[config.mk]
export PLATFORM = sky130hd
export DESIGN_NAME = vend_multi_ctrl
export DESIGN_NICKNAME = d
export VERILOG_FILES = /design/src/rtl/vend_pkg.sv /design/src/rtl/vend_coin_stock.sv /design/src/rtl/vend_multi_ctrl.sv
export SDC_FILE = /design/constraint.sdc
export NUM_CORES = 1
export LEC_CHECK = 0
export BUFFER_PORTS_ARGS = -buffer_cell sky130_fd_sc_hd__buf_2
export CORE_MARGIN = 2
export CORE_UTILIZATION = 35
export CTS_BUF_LIST = sky130_fd_sc_hd__clkbuf_4 sky130_fd_sc_hd__clkbuf_8 sky130_fd_sc_hd__clkbuf_16
export DETAILED_ROUTE_END_ITERATION = 8
export GPL_TIMING_DRIVEN = 1
export HOLD_SLACK_MARGIN = 0.06
export SKIP_CTS_REPAIR_TIMING = 1
export SLEW_MARGIN = 20
export SYNTH_ARGS = -nofsm -noshare
export SYNTH_HDL_FRONTEND = slang
export SYNTH_SLANG_ARGS = --single-unit
export TNS_END_PERCENT = 20
[constraint.sdc]
create_clock -name clk -period 6.6 [get_ports clk]
set_clock_uncertainty 0.2 [all_clocks]
set_input_delay 0.99 -clock clk [delete_from_list [all_inputs] [get_ports clk]]
set_output_delay 0.99 -clock clk [all_outputs]
set_load 0.05 [all_outputs]
[src/rtl/vend_pkg.sv]
// vend_pkg: shared types and helpers for the parametrised vending controller.
// Holds the FSM state enum, the status code enum, the default coin values and
// item costs, and the coin-value summation helper.
package vend_pkg;

   typedef enum logic [2:0] {
      IDLE     = 3'd0,
      CHECK    = 3'd1,
      DISPENSE = 3'd2,
      ROLLBACK = 3'd3,
      DONE     = 3'd4
   } vend_state_t;

   typedef enum logic [1:0] {
      ST_OK       = 2'd0,
      ST_SHORT    = 2'd1,
      ST_NOCHANGE = 2'd2,
      ST_CANCEL   = 2'd3
   } vend_status_t;

   // Denomination values, index 0 (highest value) in the most significant slice.
   localparam logic [31:0] COIN_VAL_DEF  = {8'd50, 8'd10, 8'd5, 8'd1};
   // Item costs, item 0 in the most significant slice.
   localparam logic [23:0] ITEM_COST_DEF = {8'd8, 8'd15, 8'd22};

   // Widest configuration the summation helper accepts.
   localparam int SUM_MAX_N  = 16;
   localparam int SUM_MAX_CW = 8;
   localparam int SUM_MAX_VW = 32;

   // Sum of count x value over n denominations. Both vectors use the same
   // slice order, so the pairing of slices does not depend on that order.
   function automatic logic [31:0] coin_sum(
      input logic [SUM_MAX_N*SUM_MAX_CW-1:0] cnts,
      input logic [SUM_MAX_N*SUM_MAX_VW-1:0] vals,
      input int                              n,
      input int                              cw,
      input int                              vw
   );
      logic [31:0] acc;
      logic [31:0] cnt;
      logic [31:0] val;
      acc = 32'd0;
      for (int i = 0; i < SUM_MAX_N; i++) begin
         cnt = 32'd0;
         val = 32'd0;
         if (i < n) begin
            for (int b = 0; b < SUM_MAX_CW; b++) begin
               cnt[b] = (b < cw) ? cnts[i*cw+b] : 1'b0;
            end
            for (int b = 0; b < SUM_MAX_VW; b++) begin
               val[b] = (b < vw) ? vals[i*vw+b] : 1'b0;
            end
         end
         acc = acc + cnt * val;
      end
      return acc;
   endfunction

endpackage

[src/rtl/vend_coin_stock.sv]
// vend_coin_stock: stock counter for one denomination. Saturating add of the
// inserted count, single-coin decrement on issue, and the rollback step that
// returns issued coins and removes the refunded inserted coins.
module vend_coin_stock
   import vend_pkg::*;
#(
   parameter int IN_W  = 2,
   parameter int CNT_W = 3,
   parameter int INIT  = 2
) (
   input  logic             i_clk,
   input  logic             i_reset,
   input  logic             i_add_en,
   input  logic [IN_W-1:0]  i_add_cnt,
   input  logic             i_dec,
   input  logic             i_rb_en,
   input  logic [CNT_W-1:0] i_rb_add,
   input  logic [IN_W-1:0]  i_rb_sub,
   output logic [CNT_W-1:0] o_cnt
);

   logic [CNT_W-1:0] r_cnt;
   logic [CNT_W:0]   w_add_sum;
   logic [CNT_W:0]   w_rb_sum;

   // One extra bit exposes the carry used for saturation.
   assign w_add_sum = {1'b0, r_cnt} + (CNT_W+1)'(i_add_cnt);
   // Stock after accept already contains the inserted coins, so this never underflows.
   assign w_rb_sum  = {1'b0, r_cnt} + {1'b0, i_rb_add} - (CNT_W+1)'(i_rb_sub);

   // Counter update: reset load, accept add, issue decrement, rollback restore.
   always_ff @(posedge i_clk) begin
      if (i_reset) begin
         r_cnt <= CNT_W'(INIT);
      end else if (i_add_en) begin
         r_cnt <= w_add_sum[CNT_W] ? {CNT_W{1'b1}} : w_add_sum[CNT_W-1:0];
      end else if (i_dec) begin
         r_cnt <= r_cnt - CNT_W'(1);
      end else if (i_rb_en) begin
         r_cnt <= w_rb_sum[CNT_W-1:0];
      end else begin
         r_cnt <= r_cnt;
      end
   end

   assign o_cnt = r_cnt;

endmodule

[src/rtl/vend_multi_ctrl.sv]
// vend_multi_ctrl: parametrised vending controller with request handshake,
// status code, exact refund when change cannot be made, and a change-check
// property output p. Optional macro VEND_CANCEL_EN adds the cancel input.
// Packed per-denomination vectors carry denomination 0 in the top slice.
module vend_multi_ctrl
   import vend_pkg::*;
#(
   parameter int                          NUM_COIN   = 4,
   parameter int                          NUM_ITEM   = 3,
   parameter int                          IN_W       = 2,
   parameter int                          CNT_W      = 3,
   parameter int                          VAL_W      = 8,
   parameter logic [NUM_COIN*VAL_W-1:0]   COIN_VAL   = COIN_VAL_DEF,
   parameter logic [NUM_ITEM*VAL_W-1:0]   ITEM_COST  = ITEM_COST_DEF,
   parameter int                          INIT_STOCK = 2,
   localparam int                         ITEM_W     = (NUM_ITEM > 1) ? $clog2(NUM_ITEM) : 1
) (
   input  logic                      clk,
   input  logic                      reset,
   input  logic                      req_valid,
   output logic                      req_ready,
   input  logic [ITEM_W-1:0]         req_item,
   input  logic [NUM_COIN*IN_W-1:0]  coin_in,
`ifdef VEND_CANCEL_EN
   input  logic                      cancel,
`endif
   output logic                      vend_valid,
   output logic                      item_ok,
   output logic [ITEM_W-1:0]         item_out,
   output logic [NUM_COIN*CNT_W-1:0] coin_out,
   output logic [1:0]                status,
   output logic                      p
);

   localparam int                IDX_W    = (NUM_COIN > 1) ? $clog2(NUM_COIN) : 1;
   localparam logic [IDX_W-1:0]  LAST_IDX = IDX_W'(NUM_COIN-1);
   localparam int                SUM_CB   = SUM_MAX_N*SUM_MAX_CW;
   localparam int                SUM_VB   = SUM_MAX_N*SUM_MAX_VW;

   vend_state_t               r_state;
   vend_status_t              r_status;
   logic [IDX_W-1:0]          r_idx;
   logic [VAL_W-1:0]          r_change;
   logic [VAL_W-1:0]          r_exp;
   logic [VAL_W-1:0]          r_in_val;
   logic [ITEM_W-1:0]         r_item;
   logic [NUM_COIN*IN_W-1:0]  r_coin_in;
   logic [NUM_COIN*CNT_W-1:0] r_coin_out;
   logic                      r_item_ok;
   logic [ITEM_W-1:0]         r_item_out;
   logic                      r_vend_valid;
   logic                      r_p;

   logic [NUM_COIN*CNT_W-1:0] w_stock_flat;
   logic [VAL_W-1:0]          w_in_sum;
   logic [VAL_W-1:0]          w_lat_sum;
   logic [VAL_W-1:0]          w_out_sum;
   logic [VAL_W-1:0]          w_cur_val;
   logic                      w_cur_nz;
   logic [VAL_W-1:0]          w_cost;
   logic                      w_accept;
   logic                      w_cancel;
   logic                      w_issue;
   logic                      w_rollback;

`ifdef VEND_CANCEL_EN
   assign w_cancel = cancel && ((r_state == CHECK) || (r_state == DISPENSE));
`else
   assign w_cancel = 1'b0;
`endif

   // Money values wrap in VAL_W by design.
   assign w_in_sum  = VAL_W'(coin_sum(SUM_CB'(coin_in),    SUM_VB'(COIN_VAL), NUM_COIN, IN_W,  VAL_W));
   assign w_lat_sum = VAL_W'(coin_sum(SUM_CB'(r_coin_in),  SUM_VB'(COIN_VAL), NUM_COIN, IN_W,  VAL_W));
   assign w_out_sum = VAL_W'(coin_sum(SUM_CB'(r_coin_out), SUM_VB'(COIN_VAL), NUM_COIN, CNT_W, VAL_W));

   // Select value and stock of the current denomination and the cost of the latched item.
   always_comb begin
      w_cur_val = '0;
      w_cur_nz  = 1'b0;
      w_cost    = '0;
      for (int i = 0; i < NUM_COIN; i++) begin
         w_cur_val = (r_idx == IDX_W'(i)) ? COIN_VAL[(NUM_COIN-1-i)*VAL_W +: VAL_W] : w_cur_val;
         w_cur_nz  = (r_idx == IDX_W'(i)) ? (|w_stock_flat[(NUM_COIN-1-i)*CNT_W +: CNT_W]) : w_cur_nz;
      end
      for (int i = 0; i < NUM_ITEM; i++) begin
         w_cost = (r_item == ITEM_W'(i)) ? ITEM_COST[(NUM_ITEM-1-i)*VAL_W +: VAL_W] : w_cost;
      end
   end

   assign w_accept   = (r_state == IDLE) && req_valid;
   assign w_issue    = (r_state == DISPENSE) && !w_cancel && (r_change >= w_cur_val) && w_cur_nz;
   assign w_rollback = (r_state == ROLLBACK);

   for (genvar g = 0; g < NUM_COIN; g++) begin : g_stock
      vend_coin_stock #(
         .IN_W  (IN_W),
         .CNT_W (CNT_W),
         .INIT  (INIT_STOCK)
      ) u_stock (
         .i_clk     (clk),
         .i_reset   (reset),
         .i_add_en  (w_accept),
         .i_add_cnt (coin_in[(NUM_COIN-1-g)*IN_W +: IN_W]),
         .i_dec     (w_issue && (r_idx == IDX_W'(g))),
         .i_rb_en   (w_rollback),
         .i_rb_add  (r_coin_out[(NUM_COIN-1-g)*CNT_W +: CNT_W]),
         .i_rb_sub  (r_coin_in[(NUM_COIN-1-g)*IN_W +: IN_W]),
         .o_cnt     (w_stock_flat[(NUM_COIN-1-g)*CNT_W +: CNT_W])
      );
   end

   // Main FSM with registered result outputs; vend_valid and p pulse for the DONE cycle.
   always_ff @(posedge clk) begin
      if (reset) begin
         r_state      <= IDLE;
         r_status     <= ST_OK;
         r_idx        <= '0;
         r_change     <= '0;
         r_exp        <= '0;
         r_in_val     <= '0;
         r_item       <= '0;
         r_coin_in    <= '0;
         r_coin_out   <= '0;
         r_item_ok    <= 1'b0;
         r_item_out   <= '0;
         r_vend_valid <= 1'b0;
         r_p          <= 1'b0;
      end else begin
         r_vend_valid <= 1'b0;
         r_p          <= 1'b0;
         case (r_state)
            IDLE: begin
               if (req_valid) begin
                  r_coin_in  <= coin_in;
                  r_item     <= req_item;
                  r_in_val   <= w_in_sum;
                  r_coin_out <= '0;
                  r_state    <= CHECK;
               end else begin
                  r_state    <= IDLE;
               end
            end
            CHECK: begin
               if (w_cancel) begin
                  r_status <= ST_CANCEL;
                  r_state  <= ROLLBACK;
               end else begin
                  if (r_in_val < w_cost) begin
                     r_change   <= r_in_val;
                     r_exp      <= r_in_val;
                     r_item_ok  <= 1'b0;
                     r_item_out <= '0;
                     r_status   <= ST_SHORT;
                  end else begin
                     r_change   <= r_in_val - w_cost;
                     r_exp      <= r_in_val - w_cost;
                     r_item_ok  <= 1'b1;
                     r_item_out <= r_item;
                     r_status   <= ST_OK;
                  end
                  r_idx   <= '0;
                  r_state <= DISPENSE;
               end
            end
            DISPENSE: begin
               if (w_cancel) begin
                  r_status <= ST_CANCEL;
                  r_state  <= ROLLBACK;
               end else if (w_issue) begin
                  for (int i = 0; i < NUM_COIN; i++) begin
                     if (r_idx == IDX_W'(i)) begin
                        r_coin_out[(NUM_COIN-1-i)*CNT_W +: CNT_W] <=
                           r_coin_out[(NUM_COIN-1-i)*CNT_W +: CNT_W] + CNT_W'(1);
                     end
                  end
                  r_change <= r_change - w_cur_val;
               end else if ((r_change == '0) || (r_idx != LAST_IDX)) begin
                  if (r_idx == LAST_IDX) begin
                     r_state      <= DONE;
                     r_vend_valid <= 1'b1;
                     r_p          <= (w_out_sum != r_exp);
                  end else begin
                     r_idx <= r_idx + IDX_W'(1);
                  end
               end else begin
                  r_status <= ST_NOCHANGE;
                  r_state  <= ROLLBACK;
               end
            end
            ROLLBACK: begin
               for (int i = 0; i < NUM_COIN; i++) begin
                  r_coin_out[(NUM_COIN-1-i)*CNT_W +: CNT_W] <= CNT_W'(r_coin_in[(NUM_COIN-1-i)*IN_W +: IN_W]);
               end
               r_item_ok    <= 1'b0;
               r_item_out   <= '0;
               r_state      <= DONE;
               r_vend_valid <= 1'b1;
               r_p          <= (w_lat_sum != r_in_val);
            end
            DONE: begin
               r_state <= IDLE;
            end
            default: begin
               r_state <= IDLE;
            end
         endcase
      end
   end

   assign req_ready  = (r_state == IDLE);
   assign vend_valid = r_vend_valid;
   assign item_ok    = r_item_ok;
   assign item_out   = r_item_out;
   assign coin_out   = r_coin_out;
   assign status     = r_status;
   assign p          = r_p;

endmodule

==> results.json <==
{
  "outcome": "finished clean",
  "fp.dieW_um": 138.9,
  "drv_cap": 0,
  "io_pins": 33,
  "gp_congestion": 0.8538,
  "coreArea_um2": 17900,
  "fin_tns_setup_ns": 0,
  "cts_made_buffers": 9,
  "cts_sinks": 70,
  "ys_async_sr_fraction_pct": 0,
  "vdd_ir_drop_max_uv": 153.7,
  "worstPathArrival_ns": 4.05,
  "dpl.cell_count": 1000,
  "yosys-top-cells-area": "dfxtp_1 (22%), ha_1 (19%), fa_1 (9.1%)",
  "grt_pass1_wl_mm": 27.86,
  "cts_buffer_depth": 2,
  "finalNetCount": 921,
  "area_growth_pct": 11.70,
  "hpwlAfterDp_mm": 13.42,
  "synth_cell_types": 66,
  "use_met3_pct": 2.693,
  "overflow": 0,
  "dieArea_um2": 19310,
  "drv_slew": 0,
  "critPathKind": "flop to flop",
  "power.density_nw_per_um2": 363.4,
  "post-place-ws_ns": 2.559,
  "critPathLaunchType": "flop",
  "synth_edf_count": 0,
  "post_route_cells_drive_above_1_share_pct": 7.751,
  "avgSynthCellArea_um2": 8.442,
  "rsz0062_at_grt": "false",
  "grt.total_usage_pct": 18.05,
  "fmax_ghz": 0.2464,
  "worst_slack_ns": 2.542,
  "synth.cell_area_um2": 6374,
  "route.detailed.drc": 0,
  "tritoncts": "done",
  "hold_path_depth": 2,
  "yosysTopAreaCell": "dfxtp_1",
  "antenna_found_initial": 0,
  "start_util_pct": 35.60,
  "timing.final.crit_period_ns": 4.058,
  "grt.met2_usage_pct": 29.38,
  "ys_seq_area_share_pct": 21.99,
  "drt-initial-drc-count": 253,
  "hold_class": "flop to flop",
  "io_buffers": 32,
  "cts-root-buf": "clkbuf_16",
  "met1_usage_pct": 25.22,
  "cp.required_ns": 6.60,
  "vias_per_cell": 5.352,
  "wl_mm": 17.17,
  "ant_nets": 0,
  "hold_violations": 0,
  "die_h_um": 138.9,
  "leakagePower_nw": 3.250,
  "grt_pass1_vias": 5209,
  "route.vias.total": 5438,
  "first_pass_iters": 4,
  "grt_max_degree": 44,
  "yosys_warnings": 0,
  "critPathCaptureType": "flop",
  "worstMarginPinSlew_ns": 1.066,
  "final_cells": 1016,
  "ys_seq_elements": 70,
  "h-tree-depth": 3,
  "cp_max_fo": 7,
  "ys.flop_type": "dfxtp_1",
  "busiest_layer": "met2",
  "synth_cells": 755,
  "clock_latency_ns": 0.35,
  "clk_pin_slew_ns": 0.06,
  "post_drt_wl_per_cell_um": 16.90,
  "setup_viol": 0,
  "synth_top_area_share_pct": 21.99,
  "rows": 49,
  "n_antenna_cell": 0,
  "synth_fp_nets": 894,
  "relSlewSlack_pct": 28.36,
  "reg2reg_depth": 12,
  "fin_crit_sh_pct": 61.48
}
## stage by stage
stage / hold slack (ns) / total power, mW / cell area [µm²] / util (%)
2_1_floorplan: 0.2444 / 1.684 / 6374 / -
3_3_place_gp: 0.2418 / 2.028 / 6787 / 37.91
3_5_place_dp: 0.2495 / 2.041 / 6787 / 37.91
6_report: 0.2545 / 2.587 / 7119 / 39.77
5_1_grt: 0.2851 / 2.814 / 7119 / 39.77
4_1_cts: 0.2576 / 2.599 / 7119 / 39.77
## cell type report
cell class | instances | area (µm²)
clock buffer | 10 | 239.0
clock inverter | 6 | 93.84
fill | 1828 | 10780
inverter | 99 | 371.6
multi-input combinational | 562 | 4507
sequential | 70 | 1401
tap | 229 | 286.5
timing repair buffer | 40 | 220.2
## critical path, cell delays in order, from the launching register on
cell and delay (ns):
dfxtp_1 0.48, ha_1 0.29, ha_1 0.27, inv_1 0.08, fa_1 0.44, fa_1 0.54
inv_1 0.06, fa_1 0.49, xor2_1 0.15, nor4_1 0.28, nand3_1 0.10, o311ai_0 0.36
o211ai_1 0.15
## power breakdown
group,switching [mW],internal (mW)
clock,0.203,0.344
combinational,0.841,0.560
sequential,0.126,0.514
total,1.17,1.42
## synthesized netlist by cell type, drive strengths merged, types with 10 or more instances
library cell / n
nand2: 61
inv: 99
nor2: 45
ha: 97
fa: 29
nand3: 12
a211oi: 21
nor3: 17
o21ai: 27
xor2: 20
dfxtp: 70
a21o: 10
a21oi: 58
xnor2: 31
clkbuf: 21
## state kept, by name, summed over array words and instances, names as in the netlist
name                   count
r_state                    3
r_exp                      8
r_in_val                   8
item_ok                    1
r_coin_in                  8
item_out                   2
r_idx                      2
p                          1
status                     2
g_stock.u_stock.o_cnt     12
vend_valid                 1
coin_out                  12
r_change                   8
r_item                     2
## layout by cell type, fill, tap and decap left out, drive strengths merged, types with 5 or more instances in the layout
master / synthesis / layout
buf: 3 / 40
nand2b: 7 / 7
xor2: 20 / 20
a221oi: 5 / 5
dfxtp: 70 / 70
fa: 29 / 29
nor4: 9 / 9
a31oi: 5 / 5
inv: 99 / 100
nand2: 61 / 61
mux2i: 9 / 9
a2111oi: 5 / 5
a311oi: 5 / 5
xnor2: 31 / 31
or3: 9 / 9
o21ai: 27 / 27
a211oi: 21 / 21
nand3: 12 / 12
ha: 97 / 97
nor2: 45 / 45
a21o: 10 / 10
nor2b: 9 / 9
clkbuf: 21 / 10
a21oi: 58 / 58
nor3: 17 / 17
## routing by layer
metal / wire length, µm / vias to the layer above
met5: 0 / -
met3: 547 / 20
met4: 273 / 0
met1: 8279 / 2613
li1: - / 2711
met2: 8066 / 94
## worst paths after layout
kind	startpoint	endpoint	slack (ns)
worst min-delay path	item_out[0]$_SDFFE_PP0P_	item_out[0]$_SDFFE_PP0P_	0.25
worst max-delay path	coin_out[6]$_SDFFE_PP0P_	p$_SDFF_PP0_	2.54
worst max register to register	coin_out[6]$_SDFFE_PP0P_	p$_SDFF_PP0_	2.54
worst min register to register	item_out[0]$_SDFFE_PP0P_	item_out[0]$_SDFFE_PP0P_	0.25
## cells by family (layout without fill, tap and decap cells)
kind of cell / Yosys count / in the layout / share of synthesized area (%)
flops: 70 / 70 / 21.99
xor+xnor: 51 / 51 / 7.008
fa+ha+maj: 126 / 126 / 28.15
mux: 9 / 9 / 1.413
simple gates: 189 / 189 / 14.27
compound gates: 187 / 187 / 19.79
buf+inv: 123 / 155 / 7.381
Power figures use the tool's default switching activity.
